--- src/rtl/slink_pkg.sv ---
// Shared definitions for the slink receive frame checker.
package slink_pkg;

  localparam int unsigned SLK_W   = 18;
  localparam int unsigned WORD_W  = 16;
  localparam int unsigned ID_W    = 8;
  localparam int unsigned STA_W   = 3;
  localparam int unsigned CNT_W   = 16;
  localparam int unsigned SLK_SOP = 17;
  localparam int unsigned SLK_EOP = 16;

  // FIFO read word: sop/eop flags above a 16-bit word (first byte in 15:8).
  typedef struct packed {
    logic              sop;
    logic              eop;
    logic [WORD_W-1:0] word;
  } slk_word_t;

  // Per-frame termination status.
  typedef enum logic [STA_W-1:0] {
    STA_OK     = 3'd0,
    STA_NOSOP  = 3'd1,
    STA_EOP    = 3'd2,
    STA_LEN    = 3'd3,
    STA_CSUM   = 3'd4,
    STA_ID     = 3'd5,
    STA_SOPMID = 3'd6
  } sta_e;

  // Frame parser states.
  typedef enum logic [2:0] {
    ST_IDLE = 3'd0,
    ST_LEN  = 3'd1,
    ST_PLD  = 3'd2,
    ST_CHK  = 3'd3,
    ST_DROP = 3'd4
  } state_e;

  // Payload words needed to carry len bytes.
  function automatic logic [WORD_W-1:0] nwords(input logic [WORD_W-1:0] len);
    nwords = WORD_W'((17'(len) + 17'd1) >> 1);
  endfunction

endpackage

--- src/rtl/slink_sat_cnt16.sv ---
// 16-bit counter that sticks at all-ones.
module slink_sat_cnt16
  import slink_pkg::*;
(
  input  logic             clk_125m,
  input  logic             rst_125m,
  input  logic             inc,
  output logic [CNT_W-1:0] cnt
);

  // Increment on request unless already saturated.
  always_ff @(posedge clk_125m or negedge rst_125m) begin
    if (!rst_125m) begin
      cnt <= '0;
    end else if (inc && (cnt != {CNT_W{1'b1}})) begin
      cnt <= cnt + CNT_W'(1);
    end
  end

endmodule

--- src/rtl/slink_rx_frmchk.sv ---
// Parses slink frames from the packet FIFO, checks them and streams payload.
module slink_rx_frmchk
  import slink_pkg::*;
#(
  parameter int unsigned    MAX_LEN  = 1024,
  parameter logic [ID_W-1:0] BCAST_ID = 8'hFF
) (
  input  logic              clk_125m,
  input  logic              rst_125m,
  input  logic              slink_mm_empty,
  input  logic              slink_mm_dval,
  input  logic [SLK_W-1:0]  slink_mm_data,
  output logic              mm_slink_rdreq,
  input  logic [ID_W-1:0]   local_id,
  input  logic              frm_afull,
  output logic              frm_dval,
  output logic              frm_sop,
  output logic              frm_eop,
  output logic [1:0]        frm_be,
  output logic [WORD_W-1:0] frm_data,
  output logic              frm_err,
  output logic              frm_sta_vld,
  output logic [STA_W-1:0]  frm_sta,
  output logic [CNT_W-1:0]  good_cnt,
  output logic [CNT_W-1:0]  err_cnt
);

  state_e              state_q, state_d;
  logic [ID_W-1:0]     hdr_id_q, hdr_id_d;
  logic [WORD_W-1:0]   sum_q, sum_d;
  logic [WORD_W-1:0]   rem_q, rem_d;
  logic                len_odd_q, len_odd_d;
  logic [WORD_W-1:0]   hold_q, hold_d;
  logic                hold_vld_q, hold_vld_d;
  logic                hold_first_q, hold_first_d;

  logic                dval_d, sop_d, eop_d, err_d, sta_vld_d;
  logic [1:0]          be_d;
  logic [WORD_W-1:0]   data_d;
  sta_e                sta_d;

  logic                start_hdr_c;
  logic                abort_c;
  logic                id_ok_c;
  logic                good_inc_c;
  logic                err_inc_c;
  slk_word_t           w_c;

  assign w_c            = slk_word_t'(slink_mm_data);
  assign mm_slink_rdreq = !slink_mm_empty && !frm_afull;
  assign id_ok_c        = (hdr_id_q == local_id) || (hdr_id_q == BCAST_ID);

  // FSM state register.
  always_ff @(posedge clk_125m or negedge rst_125m) begin
    if (!rst_125m) begin
      state_q <= ST_IDLE;
    end else begin
      state_q <= state_d;
    end
  end

  // Next state, datapath updates and next output values; advances only on dval.
  always_comb begin
    state_d      = state_q;
    hdr_id_d     = hdr_id_q;
    sum_d        = sum_q;
    rem_d        = rem_q;
    len_odd_d    = len_odd_q;
    hold_d       = hold_q;
    hold_vld_d   = hold_vld_q;
    hold_first_d = hold_first_q;
    dval_d       = 1'b0;
    sop_d        = 1'b0;
    eop_d        = 1'b0;
    err_d        = 1'b0;
    be_d         = 2'b00;
    data_d       = '0;
    sta_vld_d    = 1'b0;
    sta_d        = STA_OK;
    start_hdr_c  = 1'b0;
    abort_c      = 1'b0;

    if (slink_mm_dval) begin
      unique case (state_q)
        ST_IDLE, ST_DROP: begin
          if (w_c.sop) begin
            start_hdr_c = 1'b1;
          end else if (state_q == ST_IDLE) begin
            sta_vld_d = 1'b1;
            sta_d     = STA_NOSOP;
            state_d   = w_c.eop ? ST_IDLE : ST_DROP;
          end else if (w_c.eop) begin
            state_d = ST_IDLE;
          end
        end

        ST_LEN: begin
          if (w_c.sop) begin
            sta_vld_d   = 1'b1;
            sta_d       = STA_SOPMID;
            start_hdr_c = 1'b1;
          end else if (w_c.eop) begin
            sta_vld_d = 1'b1;
            sta_d     = STA_EOP;
            state_d   = ST_IDLE;
          end else if (w_c.word > WORD_W'(MAX_LEN)) begin
            sta_vld_d = 1'b1;
            sta_d     = STA_LEN;
            state_d   = ST_DROP;
          end else if (!id_ok_c) begin
            sta_vld_d = 1'b1;
            sta_d     = STA_ID;
            state_d   = ST_DROP;
          end else begin
            sum_d     = sum_q + w_c.word;
            len_odd_d = w_c.word[0];
            rem_d     = nwords(w_c.word);
            state_d   = (w_c.word == '0) ? ST_CHK : ST_PLD;
          end
        end

        ST_PLD: begin
          if (w_c.sop) begin
            sta_vld_d   = 1'b1;
            sta_d       = STA_SOPMID;
            abort_c     = 1'b1;
            start_hdr_c = 1'b1;
          end else if (w_c.eop) begin
            sta_vld_d = 1'b1;
            sta_d     = STA_EOP;
            abort_c   = 1'b1;
            state_d   = ST_IDLE;
          end else begin
            // Previous word goes out now that a successor exists.
            if (hold_vld_q) begin
              dval_d = 1'b1;
              sop_d  = hold_first_q;
              be_d   = 2'b11;
              data_d = hold_q;
            end
            sum_d        = sum_q + w_c.word;
            hold_d       = w_c.word;
            hold_vld_d   = 1'b1;
            hold_first_d = !hold_vld_q;
            rem_d        = rem_q - WORD_W'(1);
            if (rem_q == WORD_W'(1)) begin
              state_d = ST_CHK;
            end
          end
        end

        ST_CHK: begin
          if (w_c.sop) begin
            sta_vld_d   = 1'b1;
            sta_d       = STA_SOPMID;
            abort_c     = 1'b1;
            start_hdr_c = 1'b1;
          end else if (!w_c.eop) begin
            sta_vld_d = 1'b1;
            sta_d     = STA_EOP;
            abort_c   = 1'b1;
            state_d   = ST_DROP;
          end else begin
            sta_vld_d = 1'b1;
            sta_d     = (w_c.word == sum_q) ? STA_OK : STA_CSUM;
            state_d   = ST_IDLE;
            if (hold_vld_q) begin
              dval_d     = 1'b1;
              sop_d      = hold_first_q;
              eop_d      = 1'b1;
              err_d      = (w_c.word != sum_q);
              be_d       = len_odd_q ? 2'b10 : 2'b11;
              data_d     = hold_q;
              hold_vld_d = 1'b0;
            end
          end
        end

        default: state_d = ST_IDLE;
      endcase
    end

    // A sop word opens a new frame; eop on the header itself ends it at once.
    if (start_hdr_c) begin
      hdr_id_d     = w_c.word[WORD_W-1 -: ID_W];
      sum_d        = w_c.word;
      hold_vld_d   = 1'b0;
      hold_first_d = 1'b0;
      if (w_c.eop) begin
        state_d = ST_IDLE;
        if (!sta_vld_d) begin
          sta_vld_d = 1'b1;
          sta_d     = STA_EOP;
        end
      end else begin
        state_d = ST_LEN;
      end
    end

    // Aborted frame with payload in flight: flush the held word as a bad eop.
    if (abort_c && hold_vld_q) begin
      dval_d     = 1'b1;
      sop_d      = hold_first_q;
      eop_d      = 1'b1;
      err_d      = 1'b1;
      be_d       = 2'b11;
      data_d     = hold_q;
      hold_vld_d = 1'b0;
    end
  end

  // Frame context and one-word payload hold register.
  always_ff @(posedge clk_125m or negedge rst_125m) begin
    if (!rst_125m) begin
      hdr_id_q     <= '0;
      sum_q        <= '0;
      rem_q        <= '0;
      len_odd_q    <= 1'b0;
      hold_q       <= '0;
      hold_vld_q   <= 1'b0;
      hold_first_q <= 1'b0;
    end else begin
      hdr_id_q     <= hdr_id_d;
      sum_q        <= sum_d;
      rem_q        <= rem_d;
      len_odd_q    <= len_odd_d;
      hold_q       <= hold_d;
      hold_vld_q   <= hold_vld_d;
      hold_first_q <= hold_first_d;
    end
  end

  // Registered downstream stream and status outputs.
  always_ff @(posedge clk_125m or negedge rst_125m) begin
    if (!rst_125m) begin
      frm_dval    <= 1'b0;
      frm_sop     <= 1'b0;
      frm_eop     <= 1'b0;
      frm_be      <= 2'b00;
      frm_data    <= '0;
      frm_err     <= 1'b0;
      frm_sta_vld <= 1'b0;
      frm_sta     <= '0;
    end else begin
      frm_dval    <= dval_d;
      frm_sop     <= sop_d;
      frm_eop     <= eop_d;
      frm_be      <= be_d;
      frm_data    <= data_d;
      frm_err     <= err_d;
      frm_sta_vld <= sta_vld_d;
      frm_sta     <= sta_d;
    end
  end

  // ID mismatch is a filter, not an error, so it bumps neither counter.
  assign good_inc_c = sta_vld_d && (sta_d == STA_OK);
  assign err_inc_c  = sta_vld_d && (sta_d != STA_OK) && (sta_d != STA_ID);

  slink_sat_cnt16 u_good_cnt (
    .clk_125m (clk_125m),
    .rst_125m (rst_125m),
    .inc      (good_inc_c),
    .cnt      (good_cnt)
  );

  slink_sat_cnt16 u_err_cnt (
    .clk_125m (clk_125m),
    .rst_125m (rst_125m),
    .inc      (err_inc_c),
    .cnt      (err_cnt)
  );

endmodule

--- config.mk ---
export PLATFORM = sky130hd
export DESIGN_NAME = slink_rx_frmchk
export DESIGN_NICKNAME = d
export VERILOG_FILES = /design/src/rtl/slink_pkg.sv /design/src/rtl/slink_sat_cnt16.sv /design/src/rtl/slink_rx_frmchk.sv
export SDC_FILE = /design/constraint.sdc
export NUM_CORES = 1
export LEC_CHECK = 0
export CAP_MARGIN = 30
export CORE_MARGIN = 4
export CORE_UTILIZATION = 45
export DETAILED_ROUTE_END_ITERATION = 10
export GPL_ROUTABILITY_DRIVEN = 0
export PLACE_DENSITY = 0.68
export SETUP_SLACK_MARGIN = 0.2
export SLEW_MARGIN = 15
export SYNTH_ARGS = -nofsm -noshare
export SYNTH_HDL_FRONTEND = slang
export SYNTH_SLANG_ARGS = --single-unit
--- constraint.sdc ---
create_clock -name clk_125m -period 3.85 [get_ports clk_125m]
set_input_delay 0.5775 -clock clk_125m [delete_from_list [all_inputs] [get_ports clk_125m]]
set_output_delay 0.5775 -clock clk_125m [all_outputs]
set_load 0.03 [all_outputs]
Word level (Yosys, flattened, before mapping)
Cells that the tools add are included.
{"block": "word_totals", "out_inout_bits": 59, "register_bits": 120, "wordCells": 215, "input_bits": 31}
{"block": "op_classes", "eq_ne": 34, "mux": 124, "n_bitwise": 3, "reduce_logical": 30, "magnitude_cmp": 1, "n_addsub": 5}
{"cell": "16-bit two-way mux", "n": 21}
{"cell": "16-bit one-hot mux with 2 select lines", "n": 3}
{"cell": "3-bit two-way mux", "n": 26}
{"cell": "1-bit two-way mux", "n": 57}
{"cell": "16-bit by 1-bit adder with 16-bit output (second input constant)", "n": 2}
{"cell": "16-bit != test (second input constant)", "n": 2}
{"cell": "3-bit != test (second input constant)", "n": 9}
{"cell": "4-bit != test (second input constant)", "n": 6}
{"cell": "3-bit one-hot mux with 4 select lines", "n": 2}
{"cell": "2-bit two-way mux", "n": 9}
{"cell": "16-bit by 1-bit adder with 17-bit output (second input constant)", "n": 1}
{"cell": "16-bit adder", "n": 1}
{"cell": "16-bit by 1-bit == test with 1-bit output (second input constant)", "n": 1}
{"cell": "16-bit == test", "n": 1}
{"cell": "16-bit by 11-bit > comparator with 1-bit output (second input constant)", "n": 1}
{"cell": "16-bit zero test", "n": 1}
{"cell": "16-bit != test", "n": 1}
{"cell": "8-bit AND reduction", "n": 2}
{"cell": "16-bit by 1-bit subtractor with 16-bit output (second input constant)", "n": 1}
{"cell": "2-bit != test (second input constant)", "n": 6}
{"cell": "6-bit AND reduction", "n": 2}
{"cell": "3-bit nonzero test", "n": 3}
{"cell": "8-bit == test", "n": 1}
{"cell": "8-bit == test (second input constant)", "n": 1}
{"cell": "18 further kinds", "n": 37}

Logic depth before layout (Yosys ltp)
{"block": "logic_depth", "ltp_word": 15, "mapped_depth": 11, "mapped_depth_nobuf": 11}

Cells and area by module
From an unflattened synthesis, not the netlist that was laid out.
{"block": "unflattened", "hier_cells": 699, "hier_area_um2": 6703.9}
{"mod": "slink_rx_frmchk", "area_per_inst_um2": 5079.9, "cells_per_inst": 553, "seq_area_each_um2": 2177.1, "instances": 1}
{"mod": "slink_sat_cnt16 (u_good_cnt)", "area_per_inst_um2": 817.0, "cells_per_inst": 74, "seq_area_each_um2": 400.4, "instances": 1}
{"mod": "slink_sat_cnt16 (u_err_cnt)", "area_per_inst_um2": 807.0, "cells_per_inst": 72, "seq_area_each_um2": 400.4, "instances": 1}

Worst setup path after synthesis
Ideal clock, no wire load.
{"block": "synth_timing", "path_type": "input -> register", "start": "input slink_mm_data[5]", "end": "register u_err_cnt.cnt[8]", "stages": 10, "setup_ns": 0.134, "t_required_ns": 3.716, "slack_ns": 0.834, "t_arrival_ns": 2.882, "path_buffers": 1, "path_cell_list": "ha_1 > or4_1 > nor4_2 > nand4_1 > a221o_1 > xor2_1 > a21oi_2 > buf_6 > nand3_2 > xnor2_1"}
{"block": "synth_between", "elab_chain_cells": 13, "word_cells_on_any_way": 25, "cone_classes": "1 x order compare; 2 x eq/ne; 18 x mux; 4 x reduce/logical"}
{"element": "start: declaration", "line_no": "slink_rx_frmchk.sv:12", "source": "input logic [SLK_W-1:0] slink_mm_data,"}
{"element": "16-bit by 11-bit > comparator with 1-bit output or 16-bit == test (tied branches)", "line_no": "slink_rx_frmchk.sv:106, slink_rx_frmchk.sv:165"}
{"element": "3-bit two-way mux (tied with other cells)", "line_no": "slink_rx_frmchk.sv:106", "source": "end else if (w_c.word > WORD_W'(MAX_LEN)) begin"}
{"element": "3-bit two-way mux (tied with other cells)", "line_no": "slink_rx_frmchk.sv:102", "source": "end else if (w_c.eop) begin"}
{"element": "3-bit two-way mux (tied with other cells)", "line_no": "slink_rx_frmchk.sv:98", "source": "if (w_c.sop) begin"}
{"element": "3-bit one-hot mux with 4 select lines or 1-bit one-hot mux with 4 select lines (tied branches)", "line_no": "slink_rx_frmchk.sv:84", "source": "unique case (state_q)"}
{"element": "3-bit two-way mux or 1-bit two-way mux (tied branches)", "line_no": "slink_rx_frmchk.sv:83", "source": "if (slink_mm_dval) begin"}
{"element": "3-bit two-way mux", "line_no": "slink_rx_frmchk.sv:191", "source": "if (!sta_vld_d) begin"}
{"element": "3-bit two-way mux", "line_no": "slink_rx_frmchk.sv:189", "source": "if (w_c.eop) begin"}
{"element": "3-bit two-way mux", "line_no": "slink_rx_frmchk.sv:184", "source": "if (start_hdr_c) begin"}
{"element": "3-bit nonzero test", "line_no": "slink_rx_frmchk.sv:258", "source": "assign err_inc_c = sta_vld_d && (sta_d != STA_OK) && (sta_d != STA_ID);"}
{"element": "1-bit logical AND", "line_no": "slink_rx_frmchk.sv:258"}
{"element": "1-bit logical AND *", "line_no": "slink_rx_frmchk.sv:258"}
{"element": "1-bit logical AND *", "line_no": "slink_sat_cnt16.sv:15", "source": "end else if (inc && (cnt != {CNT_W{1'b1}})) begin"}
{"element": "end signal: assignment", "line_no": "slink_sat_cnt16.sv:16", "source": "cnt <= cnt + CNT_W'(1);"}
{"element": "end: declaration", "line_no": "slink_sat_cnt16.sv:8", "source": "output logic [CNT_W-1:0] cnt"}
Every way passes the cells marked *; elsewhere a longest branch is shown, timed or not.
A chain may end at the register's enable or synchronous reset.

Final worst setup path
{"block": "layout_timing", "start": "input slink_mm_data[5]", "end": "register u_good_cnt.cnt[13]"}
{"block": "layout_between", "elab_chain_cells": 12, "word_cells_on_any_way": 23, "cone_classes": "1 x order compare; 1 x eq/ne; 18 x mux; 3 x reduce/logical"}
{"element": "16-bit by 11-bit > comparator with 1-bit output or 16-bit == test (tied branches)", "line_no": "slink_rx_frmchk.sv:106, slink_rx_frmchk.sv:165"}
{"element": "3-bit two-way mux (tied with other cells)", "line_no": "slink_rx_frmchk.sv:106"}
{"element": "3-bit two-way mux (tied with other cells)", "line_no": "slink_rx_frmchk.sv:102"}
{"element": "3-bit two-way mux (tied with other cells)", "line_no": "slink_rx_frmchk.sv:98"}
{"element": "3-bit one-hot mux with 4 select lines or 1-bit one-hot mux with 4 select lines (tied branches)", "line_no": "slink_rx_frmchk.sv:84"}
{"element": "3-bit two-way mux or 1-bit two-way mux (tied branches)", "line_no": "slink_rx_frmchk.sv:83"}
{"element": "3-bit two-way mux", "line_no": "slink_rx_frmchk.sv:191"}
{"element": "3-bit two-way mux", "line_no": "slink_rx_frmchk.sv:189"}
{"element": "3-bit two-way mux", "line_no": "slink_rx_frmchk.sv:184"}
{"element": "3-bit zero test", "line_no": "slink_rx_frmchk.sv:257", "source": "assign good_inc_c = sta_vld_d && (sta_d == STA_OK);"}
{"element": "1-bit logical AND *", "line_no": "slink_rx_frmchk.sv:257"}
{"element": "1-bit logical AND *", "line_no": "slink_sat_cnt16.sv:15"}
{"element": "end signal: assignment", "line_no": "slink_sat_cnt16.sv:16"}
{"element": "end: declaration", "line_no": "slink_sat_cnt16.sv:8"}
Marks and branches as above.

==> flow_metrics.tcl <==
set metrics [dict create \
    status "completed" \
    stdcell_area_um2 8342 \
    critPathArrivalTime_ns 3.71 \
    vias 5504 \
    crit_path_end_kind "register" \
    synth_area_um2 6553 \
    grt_use_total 0.2037 \
    avgSynthCellArea_um2 9.538 \
    synth_edf_count 0 \
    maxSlewViolCount 0 \
    syn-num-nets 740 \
    htree_levels 4 \
    nNetsFinal 846 \
    final_common_cell "dfrtp_1" \
    cts.repair.resized 0 \
    drc_errors 0 \
    start_util 0.4648 \
    routed_wl_um 16290 \
    seq_area_frac_synth 0.4545 \
    ys_warn_count 0 \
    ys_ff_latch 119 \
    maxCapViolCount 0 \
    cp.required_ns 4.19 \
    ant_nets 0 \
    fin_skew_ns 0.006485 \
    postCtsHoldBufs 0 \
    clock-sinks 119 \
    start_kind "input pin" \
    die_w_um 128.7 \
    wl_per_cell_um 16.54 \
    post_drt_via_cell_ratio 5.588 \
    placed_cell_area_um2 7780 \
    fin_crit_sh 0.8747 \
    fillCellCount 1223 \
    syn_inst 687 \
    p_per_area_nw_per_um2 551.0 \
    slew-limit-headroom 0.3988 \
    instances_no_fill 985 \
    dpl.hpwl_um 11700 \
    antenna_found_initial 0 \
    cts_tree "done" \
    async_flop_share 1.000 \
    critPathKind "input pin to register" \
    setup_violations 0 \
    dr.pass1.iters 5 \
    cts_root_buf "clkbuf_16" \
    synthDistinctLibCells 67 \
    cts_setup_buffers 0 \
    grt_max_degree 63 \
    num_rows 43 \
    critPathMaxStageDelay_ns 0.56 \
    hold_viol_final 0 \
    antenna_cells 0 \
    grt_pass1_vias 5383 \
    ir_drop_mv 0.3505 \
    critPathMaxFanout 15 \
    cts_made_buffers 17 \
    die_y_um 128.7 \
    worst_hold_path_type "input pin to async pin" \
    placeableCoreArea_um2 14100 \
    grt_overflow 0 \
    cpMaxStageDelayCell "or4_1" \
    final_util 0.5918 \
    syn_to_final_growth_pct 27.31 \
    clock.fmax_mhz 297.0 \
    dp.cells 954 \
    final_cell_mix "dfrtp_1 (119), clkdlybuf4s50_1 (88), nand2_1 (78)" \
    die_area_um2 16560 \
    clock_path_buffers 2 \
    crit_path_cell_trace "clkdlybuf4s50_1 > ha_1 > or4_1 > nor4_2 > nand4_1 > a221o_1 > nor2b_4 > o2111ai_4 > nor4_1 > xnor2_1" \
    worst_slew_pin_slew_ns 0.9017 \
    synth_ff_type "dfrtp_1" \
    grt_first_pass_wirelength_um 26910 \
    fin_crit_ns 3.368 \
    rsz0062_at_grt "false" \
    clock_latency_ns 0.42 \
    fin_tns_setup_ns 0 \
    drive_above_1_share 0.1242 \
    pin_count 90 \
    leakage_nw 3.736 \
    portBuffers 89 \
    clkSlewWorstSetupHoldPaths_ns 0.05 \
    drt_iter0_drc 432 \
]
==> critical path: cells and delay by family <==
kind                     cells  cell delay [ns]
buffers and inverters        1             0.46
adder cells (fa/ha/maj)      1             0.36
AO/OA/AOI/OAI                2             0.68
AND/OR/NAND/NOR              5             1.47
XOR/XNOR                     1             0.15
==> layout make-up <==
cell class	count	area [µm²]	area share
timing repair buffer	117	1124	0.1347
multi-input combinational	520	3386	0.4059
tap	180	225.2	0.02700
clock inverter	13	122.6	0.01470
clock buffer	18	439.2	0.05265
inverter	18	67.56	0.008100
sequential	119	2978	0.3570
==> cell families (layout without fill, tap and decap cells) <==
group,after synthesis,in the layout,share of synthesized area
fa+ha+maj,22,22,0.04315
mux,24,24,0.04010
xor+xnor,57,57,0.07619
buf+inv,48,166,0.03093
simple gates,277,277,0.2165
flops,119,119,0.4545
compound gates,140,140,0.1386
==> stage by stage <==
| stage | worst slack, ns | power [mW] | hold WS, ns |
|---|---|---|---|
| 3_3_place_gp | 0.1537 | 3.056 | 0.4584 |
| 5_1_grt | 0.2572 | 4.875 | 0.3124 |
| 3_5_place_dp | 0.05611 | 3.099 | 0.4646 |
| 6_report | 0.4824 | 4.596 | 0.2385 |
| 4_1_cts | 0.4824 | 4.629 | 0.2621 |
| 2_1_floorplan | 0.8335 | 2.641 | 0.2819 |
==> path summary, 6_finish.rpt <==
check / startpoint / end / slack [ns] / cells after the start
worst min register to register: hold_q[7] / frm_data[7] / 0.47 / 1
worst max-delay path: slink_mm_data[5] / u_good_cnt.cnt[13] / 0.48 / 10
min in group clk_125m: hold_q[7] / frm_data[7] / 0.47 / 1
worst min-delay path: rst_125m / sum_q[8] / 0.24 / 1
worst max register to register: sum_q[4] / u_good_cnt.cnt[13] / 0.73 / 9
max in group asynchronous: rst_125m / u_err_cnt.cnt[10] / 2.83 / 2
==> sequential cells by signal, summed over array words and instances, names as in the netlist <==
signal          cells
frm_eop             1
len_odd_q           1
u_good_cnt.cnt     16
hold_first_q        1
frm_sta_vld         1
frm_sop             1
frm_sta             3
hold_q             16
u_err_cnt.cnt      16
frm_err             1
hdr_id_q            8
frm_be              2
rem_q              16
frm_data           16
state_q             3
hold_vld_q          1
sum_q              16
==> cells in the mapped netlist, types with 7 or more instances <==
cell type	n	area [µm²]
a21oi_1	34	170.2
and2_1	23	143.9
and3_1	18	112.6
clkbuf_1	21	78.83
dfrtp_1	119	2978
ha_1	21	262.8
inv_1	18	67.56
mux2_2	18	202.7
nand2_1	78	292.8
nand3_1	21	105.1
nand3_2	7	70.07
nand4_1	18	112.6
nor2_1	57	214.0
nor3_1	14	70.07
nor4_1	11	68.82
o21ai_0	51	255.2
xnor2_1	26	227.7
xor2_1	31	271.5
==> where the power goes <==
group / switching, mW / internal, mW
clock: 0.598 / 0.904
combinational: 0.793 / 0.645
sequential: 0.203 / 1.45
total: 1.59 / 3.00
==> routing by layer <==
metal	vias to the layer above	GRT usage	routed length, µm
met5	-	0	0
met4	0	0.06485	256
met3	25	0.04649	804
met2	142	0.3384	8200
met1	2695	0.2653	7034
li1	2642	-	-
Note: power is estimated with default switching activity, not from simulation.
